### config.mk
export PLATFORM = sky130hd
export DESIGN_NAME = stump_control_seq_flat
export DESIGN_NICKNAME = d
export VERILOG_FILES = /design/src/rtl/stump_control_seq_pkg.sv /design/src/rtl/stump_control_seq_if.sv /design/src/rtl/stump_control_seq_cond_eval.sv /design/src/rtl/stump_control_seq.sv /design/src/flat_wrapper.sv
export SDC_FILE = /design/constraint.sdc
export NUM_CORES = 1
export LEC_CHECK = 0
export ABC_AREA = 1
export CORE_MARGIN = 4
export CORE_UTILIZATION = 36
export DETAILED_ROUTE_END_ITERATION = 16
export GPL_TIMING_DRIVEN = 0
export PLACE_DENSITY = 0.91
export RECOVER_POWER = 50
export SLEW_MARGIN = 5
export SYNTH_ARGS = -nofsm -noshare
export SYNTH_HDL_FRONTEND = slang
export SYNTH_SLANG_ARGS = --single-unit
### constraint.sdc
create_clock -name clk -period 3.2 [get_ports clk]
set_input_delay 0.64 -clock clk [delete_from_list [all_inputs] [get_ports clk]]
set_output_delay 0.64 -clock clk [all_outputs]
set_load 0.005 [all_outputs]
### src/rtl/stump_control_seq_pkg.sv
// Shared definitions for the Stump control sequencer: states, opcodes,
// condition codes and flag bit positions.
package stump_ctrl_pkg;

    typedef enum logic [1:0] {
        ST_FETCH   = 2'b00,
        ST_EXECUTE = 2'b01,
        ST_MEMORY  = 2'b10,
        ST_HALT    = 2'b11
    } state_t;

    localparam logic [2:0] OP_ADD  = 3'd0;
    localparam logic [2:0] OP_ADC  = 3'd1;
    localparam logic [2:0] OP_SUB  = 3'd2;
    localparam logic [2:0] OP_SBC  = 3'd3;
    localparam logic [2:0] OP_AND  = 3'd4;
    localparam logic [2:0] OP_OR   = 3'd5;
    localparam logic [2:0] OP_LDST = 3'd6;
    localparam logic [2:0] OP_BCC  = 3'd7;

    localparam logic [3:0] CC_AL = 4'h0;
    localparam logic [3:0] CC_NV = 4'h1;
    localparam logic [3:0] CC_HI = 4'h2;
    localparam logic [3:0] CC_LS = 4'h3;
    localparam logic [3:0] CC_CC = 4'h4;
    localparam logic [3:0] CC_CS = 4'h5;
    localparam logic [3:0] CC_NE = 4'h6;
    localparam logic [3:0] CC_EQ = 4'h7;
    localparam logic [3:0] CC_VC = 4'h8;
    localparam logic [3:0] CC_VS = 4'h9;
    localparam logic [3:0] CC_PL = 4'hA;
    localparam logic [3:0] CC_MI = 4'hB;
    localparam logic [3:0] CC_GE = 4'hC;
    localparam logic [3:0] CC_LT = 4'hD;
    localparam logic [3:0] CC_GT = 4'hE;
    localparam logic [3:0] CC_LE = 4'hF;

    localparam int unsigned FLAG_N = 3;
    localparam int unsigned FLAG_Z = 2;
    localparam int unsigned FLAG_V = 1;
    localparam int unsigned FLAG_C = 0;

endpackage

### src/rtl/stump_control_seq_if.sv
// ALU func/flags and memory handshake bundle between the sequencer (master)
// and the datapath/memory side (slave).
interface stump_ctrl_if;
    logic [3:0] alu_flags;
    logic       mem_wait;
    logic [2:0] alu_func;
    logic       alu_c_in;
    logic       mem_ren;
    logic       mem_wen;

    modport master (
        input  alu_flags, mem_wait,
        output alu_func, alu_c_in, mem_ren, mem_wen
    );

    modport slave (
        output alu_flags, mem_wait,
        input  alu_func, alu_c_in, mem_ren, mem_wen
    );
endinterface

### src/rtl/stump_control_seq_cond_eval.sv
// Bcc condition evaluation: 4-bit condition against {N,Z,V,C}.
module stump_cond_eval
    import stump_ctrl_pkg::*;
(
    input  logic [3:0] cond,
    input  logic [3:0] flags,
    output logic       taken
);
    logic n, z, v, c;

    assign n = flags[FLAG_N];
    assign z = flags[FLAG_Z];
    assign v = flags[FLAG_V];
    assign c = flags[FLAG_C];

    always_comb begin
        taken = 1'b0;
        unique case (cond)
            CC_AL: taken = 1'b1;
            CC_NV: taken = 1'b0;
            CC_HI: taken = ~(c | z);
            CC_LS: taken = c | z;
            CC_CC: taken = ~c;
            CC_CS: taken = c;
            CC_NE: taken = ~z;
            CC_EQ: taken = z;
            CC_VC: taken = ~v;
            CC_VS: taken = v;
            CC_PL: taken = ~n;
            CC_MI: taken = n;
            CC_GE: taken = ~(n ^ v);
            CC_LT: taken = n ^ v;
            CC_GT: taken = ~((n ^ v) | z);
            CC_LE: taken = (n ^ v) | z;
        endcase
    end
endmodule

### src/rtl/stump_control_seq.sv
// Stump multi-cycle control sequencer: decode, FETCH/EXECUTE/MEMORY FSM and
// condition-code register. Define STUMP_HALT_EN to make branch-to-self halt.
module stump_control_seq
    import stump_ctrl_pkg::*;
#(
    parameter logic [2:0] PC_REG      = 3'd7,
    parameter logic [3:0] RESET_FLAGS = 4'b0000
) (
    input  logic          clk,
    input  logic          rst,
    input  logic [15:0]   ir,
    stump_ctrl_if.master  bus,
    output logic [1:0]    state,
    output logic          fetch,
    output logic          reg_write,
    output logic [2:0]    dest,
    output logic [2:0]    srcA,
    output logic [2:0]    srcB,
    output logic [1:0]    shift_op,
    output logic          ext_op,
    output logic          cc_en,
    output logic [3:0]    flags_q,
    output logic          halted
);
    state_t     state_q;
    logic [2:0] op;
    logic       taken;
    logic       halt_br;

    assign op    = ir[15:13];
    assign state = state_q;

    stump_cond_eval u_cond (
        .cond  (ir[11:8]),
        .flags (flags_q),
        .taken (taken)
    );

`ifdef STUMP_HALT_EN
    assign halt_br = (op == OP_BCC) && (ir[11:8] == CC_AL) && (ir[7:0] == 8'hFF);
    assign halted  = (state_q == ST_HALT);
`else
    assign halt_br = 1'b0;
    assign halted  = 1'b0;
`endif

    always_ff @(posedge clk) begin
        if (rst) begin
            state_q <= ST_FETCH;
            flags_q <= RESET_FLAGS;
        end else begin
            unique case (state_q)
                ST_FETCH:
                    if (!bus.mem_wait) state_q <= ST_EXECUTE;
                ST_EXECUTE: begin
                    if (cc_en) flags_q <= bus.alu_flags;
                    if (op == OP_LDST)  state_q <= ST_MEMORY;
                    else if (halt_br)   state_q <= ST_HALT;
                    else                state_q <= ST_FETCH;
                end
                ST_MEMORY:
                    if (!bus.mem_wait) state_q <= ST_FETCH;
                ST_HALT: begin
`ifdef STUMP_HALT_EN
                    state_q <= ST_HALT;
`else
                    state_q <= ST_FETCH;
`endif
                end
            endcase
        end
    end

    always_comb begin
        fetch        = 1'b0;
        bus.mem_ren  = 1'b0;
        bus.mem_wen  = 1'b0;
        reg_write    = 1'b0;
        dest         = '0;
        srcA         = '0;
        srcB         = '0;
        shift_op     = '0;
        ext_op       = 1'b0;
        bus.alu_func = OP_ADD;
        bus.alu_c_in = 1'b0;
        cc_en        = 1'b0;

        unique case (state_q)
            ST_FETCH: begin
                fetch       = 1'b1;
                bus.mem_ren = 1'b1;
            end
            ST_EXECUTE: begin
                unique case (op)
                    OP_BCC: begin
                        srcA      = PC_REG;
                        dest      = PC_REG;
                        ext_op    = 1'b1;
                        reg_write = taken & ~halt_br;
                    end
                    OP_LDST: begin
                        // Address path only; ir[11] is the store bit here.
                        dest     = ir[10:8];
                        srcA     = ir[7:5];
                        srcB     = ir[4:2];
                        ext_op   = ir[12];
                        shift_op = ir[12] ? 2'b00 : ir[1:0];
                    end
                    default: begin
                        bus.alu_func = op;
                        dest         = ir[10:8];
                        srcA         = ir[7:5];
                        srcB         = ir[4:2];
                        ext_op       = ir[12];
                        shift_op     = ir[12] ? 2'b00 : ir[1:0];
                        reg_write    = 1'b1;
                        cc_en        = ir[11];
                    end
                endcase
                unique case (op)
                    OP_ADC, OP_SBC: bus.alu_c_in = flags_q[FLAG_C];
                    OP_SUB:         bus.alu_c_in = 1'b1;
                    default:        bus.alu_c_in = 1'b0;
                endcase
            end
            ST_MEMORY: begin
                if (ir[11]) begin
                    bus.mem_wen = 1'b1;
                    srcA        = ir[10:8];
                end else begin
                    bus.mem_ren = 1'b1;
                    reg_write   = ~bus.mem_wait;
                    dest        = ir[10:8];
                end
            end
            default: ;
        endcase
    end
endmodule

### src/flat_wrapper.sv
// flat-port wrapper written by rule: the top's interface ports become plain ports
module stump_control_seq_flat import stump_ctrl_pkg::*;
#(
    parameter logic [2:0] PC_REG      = 3'd7,
    parameter logic [3:0] RESET_FLAGS = 4'b0000
)
  (clk, rst, ir, state, fetch, reg_write, dest, srcA, srcB, shift_op, ext_op, cc_en, flags_q, halted, bus_alu_flags, bus_mem_wait, bus_alu_func, bus_alu_c_in, bus_mem_ren, bus_mem_wen);
  stump_ctrl_if bus_i ();
  input  logic clk;
  input  logic rst;
  input  logic [15:0] ir;
  output logic [1:0] state;
  output logic fetch;
  output logic reg_write;
  output logic [2:0] dest;
  output logic [2:0] srcA;
  output logic [2:0] srcB;
  output logic [1:0] shift_op;
  output logic ext_op;
  output logic cc_en;
  output logic [3:0] flags_q;
  output logic halted;
  input wire logic [$bits(bus_i.alu_flags)-1:0] bus_alu_flags;
  input wire logic [$bits(bus_i.mem_wait)-1:0] bus_mem_wait;
  output wire logic [$bits(bus_i.alu_func)-1:0] bus_alu_func;
  output wire logic [$bits(bus_i.alu_c_in)-1:0] bus_alu_c_in;
  output wire logic [$bits(bus_i.mem_ren)-1:0] bus_mem_ren;
  output wire logic [$bits(bus_i.mem_wen)-1:0] bus_mem_wen;
  assign bus_i.alu_flags = bus_alu_flags;
  assign bus_i.mem_wait = bus_mem_wait;
  assign bus_alu_func = bus_i.alu_func;
  assign bus_alu_c_in = bus_i.alu_c_in;
  assign bus_mem_ren = bus_i.mem_ren;
  assign bus_mem_wen = bus_i.mem_wen;
  stump_control_seq #(.PC_REG(PC_REG), .RESET_FLAGS(RESET_FLAGS)) u_core (.clk(clk), .rst(rst), .ir(ir), .bus(bus_i), .state(state), .fetch(fetch), .reg_write(reg_write), .dest(dest), .srcA(srcA), .srcB(srcB), .shift_op(shift_op), .ext_op(ext_op), .cc_en(cc_en), .flags_q(flags_q), .halted(halted));
endmodule
---- Word level (Yosys, flattened, before mapping) ----
Index checks and enable logic that the tools add are counted.
Widths: inputs -> output; s select.
storage, ports and cells
  register bits ........................... 6
  input bits .............................. 23
  output and inout bits ................... 28
  logic and storage cells ................. 76
cells by class
  equal/unequal tests ..................... 25
  muxes and demuxes ....................... 32
  bitwise logic cells ..................... 11
  reductions and logical operators ........ 6
operators with widths
  cell                count
  $eq 4x4->1 const B  8
  $mux 3              8
  $eq 4x3->1 const B  4
  $pmux 1 s16         1
  $mux 2              6
  $pmux 3 s2          2
  $mux 1              10
  $eq 4x2->1 const B  2
  $not 1->1           8
  $pmux 1 s2          4
  $pmux 2 s4          1
  $eq 3x2->1 const B  2
  $eq 3x3->1 const B  2
  $eq 2x2->1 const B  2
  $eq 4x1->1 const B  1
  $logic_not 4->1     1
  $ne 2x2->1 const B  2
  $reduce_and 2->1    2
  $reduce_or 2->1     2
  $eq 3x1->1 const B  1
  $eq 2x1->1 const B  1
  $logic_not 2->1     1
  $or 1x1->1          2
  $xor 1x1->1         1

---- Logic depth before layout (Yosys ltp) ----
Gate-level depths: netlist (run 1).
  word-level depth ........................ 6
  depth in mapped cells ................... 10

---- Cells and area by module ----
Synthesis (run 1) repeated with hierarchy kept, for this count alone.
unflattened totals
  cell total of the unflattened synthesis .. 150
  area, all modules ....................... 763.2 um2
by module, submodules not included
  module             times used  cells an instance  area each (um2)  seq. area each (um2)
  stump_control_seq  1           102                573.0            120.1
  stump_cond_eval    1           48                 190.2            0.0

---- Least setup slack after synthesis (run 1) ----
Ideal clock, no wire load.
  kind .................................... input port to output port
  start ................................... in ir[13]
  end ..................................... out shift_op[0]
  arrival time ............................ 1.304 ns
  data required time ...................... 2.560 ns
  setup slack ............................. 1.256 ns
  stages .................................. 4
  path buffers ............................ 0
  cells stage by stage .................... inv_1 > nor3_4 > or2_1 > nor3b_1
on the way
  longest elaborated chain between the ends .. 3
RTL lines
  item             RTL line                 text
  start, declared  flat_wrapper.sv:11       input logic [15:0] ir;
  $eq 3x3->1       stump_control_seq.sv:94  unique case (op)
  $mux 2           -
  $mux 2           stump_control_seq.sv:88  unique case (state_q)
  end, declared    flat_wrapper.sv:18       output logic [1:0] shift_op;
Every way passes these cells.

---- Final worst setup path (run 1) ----
  start ................................... in ir[14]
  end ..................................... out dest[2]
on the way
  longest elaborated chain between the ends .. 3
RTL lines
  item           RTL line                 text
  $eq 3x3->1     stump_control_seq.sv:94
  $mux 3         stump_control_seq.sv:94
  $pmux 3 s2     stump_control_seq.sv:88
  end, declared  flat_wrapper.sv:15       output logic [2:0] dest;
Every way passes these cells.

==> impl_metrics.yaml, run 1 <==
status:
  outcome: "completed"
job:
  drv_cap: 0
yosys:
  synth-seq-cells: 6
  yosys_warnings: 0
  mappedNetlistArea_um2: 667
  synth_cell_type_count: 18
  ys_seq_area_frac: 0.180
  syn_inst: 119
  syn_avg_cell_area_um2: 5.60
  syn_nets: 145
min_path:
  hp-start: "u_core.flags_q[1]"
  hold_path_class: "flop to flop"
  worstHoldPathCells: 2
  hold_end: "u_core.flags_q[1]"
setup_path:
  r2r_cells: 8
  endpoint_kind: "output port"
  worst_setup_path_start_kind: "input pin"
  required_ns: 2.56
  r2r-end: "u_core.flags_q[3]"
  worstSetupPathType: "input pin to output port"
  arrival_ns: 2.40
  r2r_slack_ns: 1.61
  regToRegStartpoint: "u_core.state[1]"
  critPathMaxFanout: 7
layout:
  nets: 199
  final_cell_mix: "clkdlybuf4s50_1, nand2_1, inv_1, a21oi_1, o21ai_0"
  layout-drive-gt1-share: 0.0468
  final_common_cell: "clkdlybuf4s50_1"
  n_antenna_cell: 0
  area_growth_syn_to_layout_pct: 80.3
  fillers: 150
  stdcell_count: 196
timing:
  worst_slack_ns: 0.159
  rsz0062_at_grt: "no"
  setup_viol: 0
  setup_tns_ns: 0
  finalCritPeriodShare: 0.950
  finalMaxSlewViolations: 0
  fmax_mhz: 329
  worst_clock_skew_ns: 0.00283
  holdWs_ns: 0.498
  fin_crit_ns: 3.04
  hold_viol: 0
clocking:
  insertion_delay_ns: 0.25
  cts_tree: "built"
  postCtsSetupBuffers: 0
  cts.sinks: 6
  h-tree-depth: 1
  clockBufferDepth: 2
  cts-root-buf: "clkbuf_4"
  clkTransAtPathRegs_ns: 0.04
  cts_buffers: 3
placement:
  dp_cells: 193
  port_buffers: 49
  hpwl_mm: 2.08
  gp_congestion: 0.764
  dp_slack_ns: 0.150
die:
  dieArea_um2: 2610
  io_pins: 51
  die_w_um: 51.0
  core_um2: 1750
  initial_utilization: 0.382
  die_y_um: 51.0
  row_count: 15
global_route:
  gr-total-overflow: 0
  met3_usage: 0.0321
  first_global_vias: 918
  grtUsageTotal: 0.205
  grt_max_degree: 10
  antenna_found_initial: 0
  met1_usage: 0.219
  grt_use_met2: 0.386
  grt_pass1_wl_mm: 4.08
  grt_most_used_layer: "met2"
drt:
  firstDrtPassIters: 4
  ant_nets: 0
  dr_total_vias: 930
  viasPerCell: 4.74
  drt_iter0_drc: 15
  post-route-drc-count: 0
  wl_per_cell_um: 12.1
  wl_mm: 2.38
power:
  power_density_nw_per_um2: 293
  leakagePower_nw: 0.562
  worst_ir_drop_vdd_uv: 251
[kinds of logic after synthesis]
group	synth area share
adders and majority gates	0.0563
DFF	0.180
and+or+nand+nor	0.386
AOI/OAI and AO/OA	0.214
other	0.00562
buffers and inverters	0.158
[cell type report]
type	count	area, µm²	area share
Timing Repair Buffer	49	493	0.410
Multi-Input combinational cell	87	430	0.358
Sequential cell	6	120	0.0999
Inverter	24	90.1	0.0749
Tap cell	25	31.3	0.0260
Clock buffer	3	22.5	0.0187
Buffer	2	15.0	0.0125
[critical path, cell delays in order]
cell             delay, ns
clkdlybuf4s50_1       0.57
inv_2                 0.08
nor3_4                0.29
nand2_1               0.14
a21oi_1               0.16
clkdlybuf4s50_1       0.53
[metal layers]
layer	share of wire	wire length, µm	up-vias
met1	0.38	906	416
met3	0.056	133	3
met5	0	0	-
met2	0.55	1300	29
li1	-	-	482
met4	0.015	36	0
[cells in the mapped netlist, drive strengths merged]
library cell	n	share of area
ha	3	0.056
o21ai	12	0.090
nor3	4	0.064
nand4	1	0.0094
buf	2	0.023
nor3b	2	0.023
nand3	7	0.053
nor2	8	0.045
a21oi	15	0.11
o21a	1	0.011
inv	24	0.14
conb	1	0.0056
or2	2	0.019
nand2	31	0.17
dfxtp	6	0.18
[flip-flops by register name (all words and copies together) (netlist names)]
name,count
u_core.state,2
u_core.flags_q,4
[worst max path at each step]
| stage | from | cells past startpoint | end | slack, ns |
|---|---|---|---|---|
| floorplan | ir[13] | 4 | shift_op[0] | 1.26 |
| global placement | ir[9] | 12 | reg_write | 0.17 |
| detailed placement | ir[9] | 12 | reg_write | 0.15 |
| CTS | ir[9] | 12 | reg_write | 0.14 |
| global route | ir[14] | 6 | dest[1] | 0.004 |
| finish | ir[14] | 6 | dest[2] | 0.16 |
[report_power, final]
group | leakage, nW | switching (mW) | total (mW) | internal, mW
clock network | 0.0138 | 0.0295 | 0.0721 | 0.0426
logic | 0.499 | 0.0870 | 0.190 | 0.103
registers | 0.0492 | 0.00727 | 0.0902 | 0.0829
[stage by stage]
step | instance area (µm²) | utilization | power (mW)
after global routing | 1200 | 0.689 | 0.382
final | 1200 | 0.689 | 0.352
after floorplan | 667 | - | 0.176
after global placement | 1190 | 0.681 | 0.283
after CTS | 1210 | 0.694 | 0.365
after detailed placement | 1190 | 0.681 | 0.290
[timing repair]
action / CTS / global route
hold buffers: 0 / 0
endpoints found under the setup margin: 0 / 1
resized for setup: 0 / 1
Power figures use the tool's default switching activity.
==> run 2, diff against run 1 <==
GPL_TIMING_DRIVEN = unset   (was 0)
==> impl_metrics.yaml, run 2 (synthesis gave the netlist of run 1 again) <==
status:
  outcome: "completed"
timing:
  fmax_mhz: 328
  fin_crit_ns: 3.05
  finalCritPeriodShare: 0.954
  rsz0062_at_grt: "no"
  worst_clock_skew_ns: 0.0108
  setup_viol: 0
  finalMaxSlewViolations: 0
  setup_tns_ns: 0
  hold_viol: 0
drt:
  viasPerCell: 4.79
  routed-wl-met2_mm: 1.40
  wl_mm: 2.52
  wl_per_cell_um: 13.0
  drt-met1-wl_um: 961
  met3_length_um: 122
  firstDrtPassIters: 4
  dr_total_vias: 930
  ant_nets: 0
  routed.top_layer: "met4"
  post-route-drc-count: 0
  drt_iter0_drc: 19
die:
  initial_utilization: 0.382
  die_y_um: 51.0
  die_w_um: 51.0
  io_pins: 51
  dieArea_um2: 2610
  core_um2: 1750
  row_count: 15
job:
  drv_cap: 0
layout:
  final_cell_mix: "clkdlybuf4s50_1, nand2_1, inv_1, a21oi_1, o21ai_0"
  area_growth_syn_to_layout_pct: 78.0
  n_antenna_cell: 0
  stdcell_count: 194
  regArea_um2: 120
  regMostFlops: "u_core.flags_q"
  layout-drive-gt1-share: 0.0355
  fillers: 171
  multi_input_area_um2: 430
  nets: 197
  final_common_cell: "clkdlybuf4s50_1"
  largest_reg_flops: 4
setup_path:
  worstSetupPathType: "input pin to output port"
  critPathCapture: "dest[0]"
  cpMostUsedCell: "clkdlybuf4s50_1"
  critPathMaxFanout: 7
  cpPeakStageDelay_ns: 0.56
  regToRegStartpoint: "u_core.state[1]"
  crit_start: "ir[14]"
  endpoint_kind: "output port"
  cp_top_family: "buffers and inverters"
  path_depth: 6
  required_ns: 2.56
  worst-path-buf-inv: 3
  r2r_slack_ns: 1.42
  path_cells: "clkdlybuf4s50_1, inv_2, nor3_4, nand2_1, a21oi_1, clkdlybuf4s50_1"
  r2r_cells: 7
  r2r-end: "u_core.flags_q[1]"
  arrival_ns: 2.41
  worst_setup_path_start_kind: "input pin"
  cpMaxStageDelayCell: "clkdlybuf4s50_1"
global_route:
  grtUsageTotal: 0.189
  antenna_found_initial: 0
  grt_max_degree: 10
  first_global_vias: 844
  grt_pass1_wl_mm: 3.81
  gr-total-overflow: 0
clocking:
  cts_tree: "built"
  clockBufferDepth: 2
  clkTransAtPathRegs_ns: 0.04
  insertion_delay_ns: 0.24
  postCtsSetupBuffers: 0
  cts_buffers: 3
  cts-root-buf: "clkbuf_4"
  h-tree-depth: 1
  cts.sinks: 6
placement:
  port_buffers: 49
  dp_cells: 191
  gp_congestion: 0.765
  hpwl_mm: 2.14
power:
  worst_ir_drop_vdd_uv: 230
  power_density_nw_per_um2: 292
  leakagePower_nw: 0.551
  fin_total_pwr_uw: 347
min_path:
  hold_path_class: "flop to flop"
==> run 2: worst min-delay path by stage <==
| stage | from | endpoint | slack, ns | cells after the start |
|---|---|---|---|---|
| floorplan | u_core.flags_q[2] | u_core.flags_q[2] | 0.47 | 2 |
| detailed placement | u_core.flags_q[3] | u_core.flags_q[3] | 0.49 | 2 |
| global route | u_core.flags_q[3] | u_core.flags_q[3] | 0.52 | 2 |
| global placement | u_core.flags_q[2] | u_core.flags_q[2] | 0.48 | 2 |
| finish | u_core.flags_q[3] | u_core.flags_q[3] | 0.49 | 2 |
| CTS | u_core.flags_q[3] | u_core.flags_q[3] | 0.50 | 2 |
==> run 2: worst min-delay path: stages (launching register included) <==
cell and delay [ns]:
dfxtp_1 0.32, inv_1 0.07, a21oi_1 0.06
==> run 2: area by class of cell <==
cell class,count,area share
Timing Repair Buffer,49,0.415
Multi-Input combinational cell,87,0.362
Sequential cell,6,0.101
Inverter,24,0.0759
Tap cell,25,0.0263
Clock buffer,3,0.0190
==> run 2: what timing repair did <==
item / in CTS / in global routing
resized for setup: 0 / 1
hold buffers: 0 / 0
setup endpoints to repair: 0 / 1
==> run 2: where the power goes <==
group | internal (mW) | switching (mW) | total (mW)
registers | 0.0829 | 0.00710 | 0.0900
logic | 0.100 | 0.0897 | 0.190
clock network | 0.0423 | 0.0251 | 0.0674
==> run 2: through the flow <==
step                      hold slack [ns]  setup WS, ns  utilization  area (µm²)
after floorplan                     0.473          1.26            -         667
after global placement              0.476         0.143        0.672        1170
after detailed placement            0.491         0.147        0.672        1170
after CTS                           0.499         0.140        0.685        1200
after global routing                0.523        0.0113        0.680        1190
final                               0.495         0.147        0.680        1190
==> run 2: routing by layer <==
layer  up-vias  track usage
li1        476            -
met1       410        0.204
met2        40        0.373
met3         4       0.0175
met4         0       0.0673
met5         -            0
